<file path="config.mk">
export PLATFORM = sky130hd
export DESIGN_NAME = aer_synapse_driver_flat
export DESIGN_NICKNAME = d
export VERILOG_FILES = /design/src/rtl/snn_pkg.sv /design/src/rtl/aer_synapse_driver_if.sv /design/src/rtl/aer_fifo.sv /design/src/rtl/aer_synapse_driver.sv /design/src/flat_wrapper.sv
export SDC_FILE = /design/constraint.sdc
export NUM_CORES = 1
export LEC_CHECK = 0
export ABC_AREA = 0
export BUFFER_PORTS_ARGS = -buffer_cell sky130_fd_sc_hd__buf_4
export CAP_MARGIN = 20
export CORE_MARGIN = 3
export CORE_UTILIZATION = 50
export DETAILED_ROUTE_END_ITERATION = 8
export PLACE_DENSITY = 0.66
export SLEW_MARGIN = 30
export SYNTH_ARGS = -nofsm -noshare
export SYNTH_HDL_FRONTEND = slang
export SYNTH_SLANG_ARGS = --single-unit
</file>
<file path="constraint.sdc">
create_clock -name clk -period 17.8 [get_ports clk]
set_clock_uncertainty 0.15 [all_clocks]
set_input_delay 3.56 -clock clk [delete_from_list [all_inputs] [get_ports clk]]
set_output_delay 3.56 -clock clk [all_outputs]
set_load 0.02 [all_outputs]
</file>
<file path="src/rtl/snn_pkg.sv">
// Shared arithmetic definitions for the synapse driver and the LIF neuron.
package snn_pkg;

  localparam int CURRENT_W = 16;
  localparam int FRAC_SHIFT = 16;
  localparam logic [CURRENT_W-1:0] CURRENT_MAX = 16'hFFFF;

  typedef logic [CURRENT_W-1:0] current_t;

  // Result of one accumulator step: the clipped current and whether it clipped.
  typedef struct packed {
    current_t value;
    logic     sat;
  } acc_result_t;

  // Leak removed by one tick: upper half of current * Q0.16 decay fraction.
  function automatic current_t leak_of(current_t cur, logic [15:0] decay);
    logic [2*CURRENT_W-1:0] product;
    product = (2*CURRENT_W)'(cur) * (2*CURRENT_W)'(decay);
    return product[2*CURRENT_W-1:FRAC_SHIFT];
  endfunction

  // Leaky, saturating accumulate. leak never exceeds cur, so the
  // subtraction cannot wrap; only the weight addition can overflow.
  function automatic acc_result_t acc_step(current_t cur, current_t leak, current_t w);
    logic [CURRENT_W:0] sum;
    acc_result_t        res;
    sum = (CURRENT_W+1)'(cur - leak) + (CURRENT_W+1)'(w);
    res.sat   = sum[CURRENT_W];
    res.value = sum[CURRENT_W] ? CURRENT_MAX : sum[CURRENT_W-1:0];
    return res;
  endfunction

endpackage

</file>
<file path="src/rtl/aer_synapse_driver_if.sv">
// AER event handshake plus the weight-table write port of the synapse driver.
interface aer_synapse_driver_if #(
  parameter int ADDR_W = 4
) ();

  logic              aer_valid;
  logic [ADDR_W-1:0] aer_addr;
  logic              aer_ready;
  logic              wr_en;
  logic [ADDR_W-1:0] wr_addr;
  logic [15:0]       wr_data;

  // Event source / weight programmer side.
  modport master (
    output aer_valid, aer_addr, wr_en, wr_addr, wr_data,
    input  aer_ready
  );

  // Synapse driver side.
  modport slave (
    input  aer_valid, aer_addr, wr_en, wr_addr, wr_data,
    output aer_ready
  );

endinterface

</file>
<file path="src/rtl/aer_fifo.sv">
// Small synchronous FIFO; full/empty come from an extra wrap bit on each pointer.
module aer_fifo #(
  parameter int WIDTH = 4,
  parameter int DEPTH = 4
) (
  input  logic             clk,
  input  logic             reset_n,
  input  logic             push,
  input  logic [WIDTH-1:0] push_data,
  input  logic             pop,
  output logic [WIDTH-1:0] pop_data,
  output logic             full,
  output logic             empty
);

  localparam int PTR_W = $clog2(DEPTH);

  logic [WIDTH-1:0] mem [DEPTH];
  logic [PTR_W:0]   wr_ptr;
  logic [PTR_W:0]   rd_ptr;
  logic             do_push;
  logic             do_pop;

  assign full     = (wr_ptr[PTR_W] != rd_ptr[PTR_W]) &&
                    (wr_ptr[PTR_W-1:0] == rd_ptr[PTR_W-1:0]);
  assign empty    = (wr_ptr == rd_ptr);
  assign do_push  = push && !full;
  assign do_pop   = pop && !empty;
  assign pop_data = mem[rd_ptr[PTR_W-1:0]];

  // Pointer update; the wrap bit distinguishes full from empty.
  always_ff @(posedge clk or negedge reset_n) begin
    // NOTE: sequential state uses non-blocking assignments so every register
    // samples pre-edge values regardless of statement order.
    if (!reset_n) begin
      wr_ptr <= '0;
      rd_ptr <= '0;
    end else begin
      if (do_push) wr_ptr <= wr_ptr + (PTR_W+1)'(1);
      if (do_pop)  rd_ptr <= rd_ptr + (PTR_W+1)'(1);
    end
  end

  // Storage write.
  // NOTE: the storage array has no reset; empty guards every read, so stale
  // contents are never observed and the array can map onto plain RAM cells.
  always_ff @(posedge clk) begin
    if (do_push) mem[wr_ptr[PTR_W-1:0]] <= push_data;
  end

endmodule

</file>
<file path="src/rtl/aer_synapse_driver.sv">
// Converts buffered AER spike events into a leaky, saturating synaptic current.
module aer_synapse_driver
  import snn_pkg::*;
#(
  parameter int N_SRC      = 16,
  parameter int ADDR_W     = $clog2(N_SRC),
  parameter int FIFO_DEPTH = 4
) (
  input  logic                  clk,
  input  logic                  reset_n,
  aer_synapse_driver_if.slave   bus,
  input  logic [15:0]           decay_factor,
  input  logic                  tick,
  input  logic                  hold,
  output current_t              input_current,
  output logic                  sat
);

  logic [15:0]       weight_q [N_SRC];
  logic              fifo_full;
  logic              fifo_empty;
  logic              pop_en;
  logic [ADDR_W-1:0] head_addr;
  current_t          w;
  current_t          leak;
  acc_result_t       acc_next;

  assign bus.aer_ready = !fifo_full;
  assign pop_en        = !fifo_empty && !hold;

  aer_fifo #(
    .WIDTH (ADDR_W),
    .DEPTH (FIFO_DEPTH)
  ) u_fifo (
    .clk       (clk),
    .reset_n   (reset_n),
    .push      (bus.aer_valid),
    .push_data (bus.aer_addr),
    .pop       (pop_en),
    .pop_data  (head_addr),
    .full      (fifo_full),
    .empty     (fifo_empty)
  );

  // Weight lookup for the popped event and leak for this cycle.
  always_comb begin
    // NOTE: every combinational output gets a default first, so no path
    // through the block leaves a value unassigned and infers a latch.
    w    = '0;
    leak = '0;
    if (pop_en && (32'(head_addr) < N_SRC)) w = weight_q[head_addr];
    if (tick) leak = leak_of(input_current, decay_factor);
    acc_next = acc_step(input_current, leak, w);
  end

  // Weight table write; weights must read zero after reset, so they are cleared.
  always_ff @(posedge clk or negedge reset_n) begin
    if (!reset_n) begin
      for (int i = 0; i < N_SRC; i++) weight_q[i] <= '0;
    end else if (bus.wr_en && (32'(bus.wr_addr) < N_SRC)) begin
      weight_q[bus.wr_addr] <= bus.wr_data;
    end
  end

  // Accumulator: frozen under hold, otherwise leak then add the popped weight.
  always_ff @(posedge clk or negedge reset_n) begin
    if (!reset_n) begin
      input_current <= '0;
      sat           <= 1'b0;
    end else if (hold) begin
      sat <= 1'b0;
    end else begin
      input_current <= acc_next.value;
      sat           <= acc_next.sat;
    end
  end

endmodule

</file>
<file path="src/flat_wrapper.sv">
// flat-port wrapper written by rule: the top's interface ports become plain ports
module aer_synapse_driver_flat import snn_pkg::*;
#(
  parameter int N_SRC      = 16,
  parameter int ADDR_W     = $clog2(N_SRC),
  parameter int FIFO_DEPTH = 4
)
  (clk, reset_n, decay_factor, tick, hold, input_current, sat, bus_aer_valid, bus_aer_addr, bus_wr_en, bus_wr_addr, bus_wr_data, bus_aer_ready);
  aer_synapse_driver_if #(.ADDR_W(ADDR_W)) bus_i ();
  input  logic clk;
  input  logic reset_n;
  input  logic [15:0] decay_factor;
  input  logic tick;
  input  logic hold;
  output current_t input_current;
  output logic sat;
  input wire logic [$bits(bus_i.aer_valid)-1:0] bus_aer_valid;
  input wire logic [$bits(bus_i.aer_addr)-1:0] bus_aer_addr;
  input wire logic [$bits(bus_i.wr_en)-1:0] bus_wr_en;
  input wire logic [$bits(bus_i.wr_addr)-1:0] bus_wr_addr;
  input wire logic [$bits(bus_i.wr_data)-1:0] bus_wr_data;
  output wire logic [$bits(bus_i.aer_ready)-1:0] bus_aer_ready;
  assign bus_i.aer_valid = bus_aer_valid;
  assign bus_i.aer_addr = bus_aer_addr;
  assign bus_i.wr_en = bus_wr_en;
  assign bus_i.wr_addr = bus_wr_addr;
  assign bus_i.wr_data = bus_wr_data;
  assign bus_aer_ready = bus_i.aer_ready;
  aer_synapse_driver #(.N_SRC(N_SRC), .ADDR_W(ADDR_W), .FIFO_DEPTH(FIFO_DEPTH)) u_core (.clk(clk), .reset_n(reset_n), .bus(bus_i), .decay_factor(decay_factor), .tick(tick), .hold(hold), .input_current(input_current), .sat(sat));
endmodule
</file>
==> impl_metrics.env <==
export IMPL_status="finished, final reports clean"
export IMPL_synth_area_leaders="dfrtp_1 (31%), fa_1 (18%), mux2_2 (9.9%), ha_1 (6.8%), mux4_2 (6.8%)"
export IMPL_holdPathStages=1
export IMPL_cp_max_fo=16
export IMPL_vias=14500
export IMPL_yosys_warnings=0
export IMPL_setup_viol=0
export IMPL_critPathCaptureType="register"
export IMPL_yosys_area_top_type="dfrtp_1"
export IMPL_drt_iter0_drc=858
export IMPL_r2r_cells=25
export IMPL_drv_slew=0
export IMPL_ys_types=61
export IMPL_crit_type="in2reg"
export IMPL_nets=2345
export IMPL_cts_sinks=295
export IMPL_required_ns=18.14
export IMPL_wl_um=51000
export IMPL_start_util_pct=51.0
export IMPL_yosysTopAreaCellShare_pct=30.8
export IMPL_cts_resized=0
export IMPL_synth_area_um2=22700
export IMPL_final_setup_tns_ns=0
export IMPL_layout_min_cycle_time_ns=11.36
export IMPL_ys_dominant_reg_cell="dfrtp_1"
export IMPL_syn_area_per_cell_um2=11.6
export IMPL_n_antenna_cell=0
export IMPL_synth_cells=1958
export IMPL_fin_crit_sh_pct=63.8
export IMPL_detailed_place_hpwl_um=36100
export IMPL_core_area_um2=44500
export IMPL_worst_slack_ns=6.44
export IMPL_drc=0
export IMPL_grt_first_pass_wirelength_um=84600
export IMPL_seq_area_frac_synth_pct=32.9
export IMPL_routedWlPerCell_um=19.8
export IMPL_pre_cts_ws_ns=5.82
export IMPL_die_area_um2=48000
export IMPL_worst_pin_slew_ns=0.992
export IMPL_rsz0062_at_grt="false"
export IMPL_hp_start="u_core.weight_q[114]"
export IMPL_overflow=0
export IMPL_fp_dieW_um=219
export IMPL_clockBufferDepth=3
export IMPL_dr_pass1_iters=5
export IMPL_synth_seq_cells=295
export IMPL_critPathLaunchType="primary input"
export IMPL_viasPerCell=5.61
export IMPL_clockRootBuffer="clkbuf_16"
export IMPL_area_growth_pct=8.54
export IMPL_ctsHoldBuffers=0
export IMPL_track_usage_pct=22.3
export IMPL_port_buffers=63
export IMPL_rows=77
export IMPL_grt_pass1_vias=15700
export IMPL_worstReg2RegEnd="u_core.input_current[8]"
export IMPL_fp_dieH_um=219
export IMPL_hold_viol_final=0
export IMPL_min_to="u_core.weight_q[114]"
export IMPL_path_clk_slew_ns=0.06
export IMPL_ctsHtreeMaxLevel=1
export IMPL_drive_gt1_share_pct=21.1
export IMPL_min_delay_path_class="reg2reg"
export IMPL_r2r_start="u_core.input_current[8]"
export IMPL_antenna_left=0
export IMPL_cts_buffers=28
export IMPL_max_slew_margin_pct=33.9
export IMPL_cap_violations=0
export IMPL_fmax_mhz=88.0
export IMPL_synth_edf_count=16
export IMPL_grt_max_degree=179
export IMPL_nFillCells=3775
export IMPL_synthArstFlopShare_pct=94.6
export IMPL_gp_congestion=0.904
export IMPL_cts_tree="yes"
export IMPL_clk_latency_ns=0.54
export IMPL_antenna_found_initial=0
export IMPL_cts_setup_buffers=0
export IMPL_syn_nets=2336
export IMPL_io_pins=64
export IMPL_cp_data_arrival_time_ns=11.70
export IMPL_r2r_setup_slack_ns=8.62
[metal layers]
| layer | vias up | GRT usage, % | share of wire, % |
|---|---|---|---|
| li1 | 6513 | - | - |
| met1 | 7572 | 29.6 | 43 |
| met2 | 303 | 39.6 | 51 |
| met3 | 83 | 1.92 | 4.0 |
| met4 | 0 | 5.83 | 2.4 |
| met5 | - | 0 | 0 |
[through the flow]
step	instance area, um^2	hold slack [ns]	cells	utilization (%)
2_1_floorplan	22700	0.309	1958	-
3_3_place_gp	23600	0.318	2528	53.0
3_5_place_dp	23600	0.328	2528	53.1
4_1_cts	24600	0.343	2578	55.2
5_1_grt	24600	0.354	2579	55.3
6_report	24600	0.337	2579	55.3
[cells in the mapped netlist (all sizes together) (17+ instances only)]
library cell / number
xor2: 17
a21oi: 48
and2: 115
nor2: 44
nand2b: 18
fa: 209
dfrtp: 279
clkbuf: 86
mux2: 259
o21ai: 32
ha: 123
inv: 271
nand2: 197
mux4: 68
[critical path, cell delays in order]
cell,delay (ns)
buf_4,0.17
and2_1,0.19
fa_1,0.53
inv_1,0.05
fa_1,0.47
inv_1,0.05
fa_1,0.48
fa_1,0.53
fa_1,0.51
inv_1,0.05
fa_1,0.48
inv_1,0.04
ha_1,0.36
a21oi_1,0.22
o21ai_1,0.13
a2111oi_0,0.71
a211oi_1,0.27
o31ai_1,0.31
mux2_1,0.37
fa_1,0.37
ha_1,0.35
a21o_1,0.19
a31oi_1,0.22
nor2_1,0.09
a21oi_1,0.30
xor2_1,0.49
o31a_1,0.20
[worst max-delay path by stage]
stage / from / end / slack, ns / depth (start not counted)
2_1_floorplan: decay_factor[1] / u_core.input_current[13] / 6.77 / 28
3_3_place_gp: decay_factor[1] / u_core.input_current[14] / 5.92 / 25
3_5_place_dp: decay_factor[4] / u_core.input_current[14] / 5.82 / 26
4_1_cts: decay_factor[1] / u_core.input_current[14] / 6.32 / 25
5_1_grt: decay_factor[4] / u_core.input_current[3] / 6.09 / 27
6_report: decay_factor[4] / u_core.input_current[8] / 6.44 / 27
[cell type report]
type | count | area [um^2] | area share [%]
multi-input cells | 1288 | 13800 | 55.9
flip-flops and latches | 295 | 7460 | 30.3
inverters | 273 | 1020 | 4.16
clock buffers | 41 | 841 | 3.42
well taps | 592 | 741 | 3.01
repair buffers | 81 | 648 | 2.63
clock inverters | 9 | 128 | 0.518
[registers in the layout, indices dropped and copies added (netlist names)]
name / count
u_core.u_fifo.rd_ptr: 3
u_core.weight_q: 256
u_core.u_fifo.mem: 16
u_core.input_current: 16
u_core.sat: 1
u_core.u_fifo.wr_ptr: 3
[cells by family (layout without fill, tap and decap cells)]
kind of cell,after synthesis,count (layout),share of synthesized area (%)
buffers and inverters,375,404,6.57
adders and majority gates,332,332,25.2
DFF,295,295,32.9
and+or+nand+nor,428,428,9.15
xor gates and xnor gates,31,31,1.20
AOI/OAI and AO/OA,161,161,4.94
muxes,336,336,20.0
[cells in the final DEF (no fill, tap or decap), drive strengths merged, types with 6 or more instances in the layout]
master	instances
a21o	15
nand4	13
a221oi	13
buf	81
mux2i	9
inv	271
o21ai	32
clkinv	8
clkbuf	41
or3	7
nor2b	6
xnor2	14
nor2	44
xor2	17
fa	209
nand2b	18
edfxtp	16
nand3	11
a21oi	48
and2	115
nand2	197
mux2	259
dfrtp	279
ha	123
mux4	68
a22oi	11
Power is not shown: default switching activity piles up to over one toggle a cycle in this logic, so the estimate is an artifact.
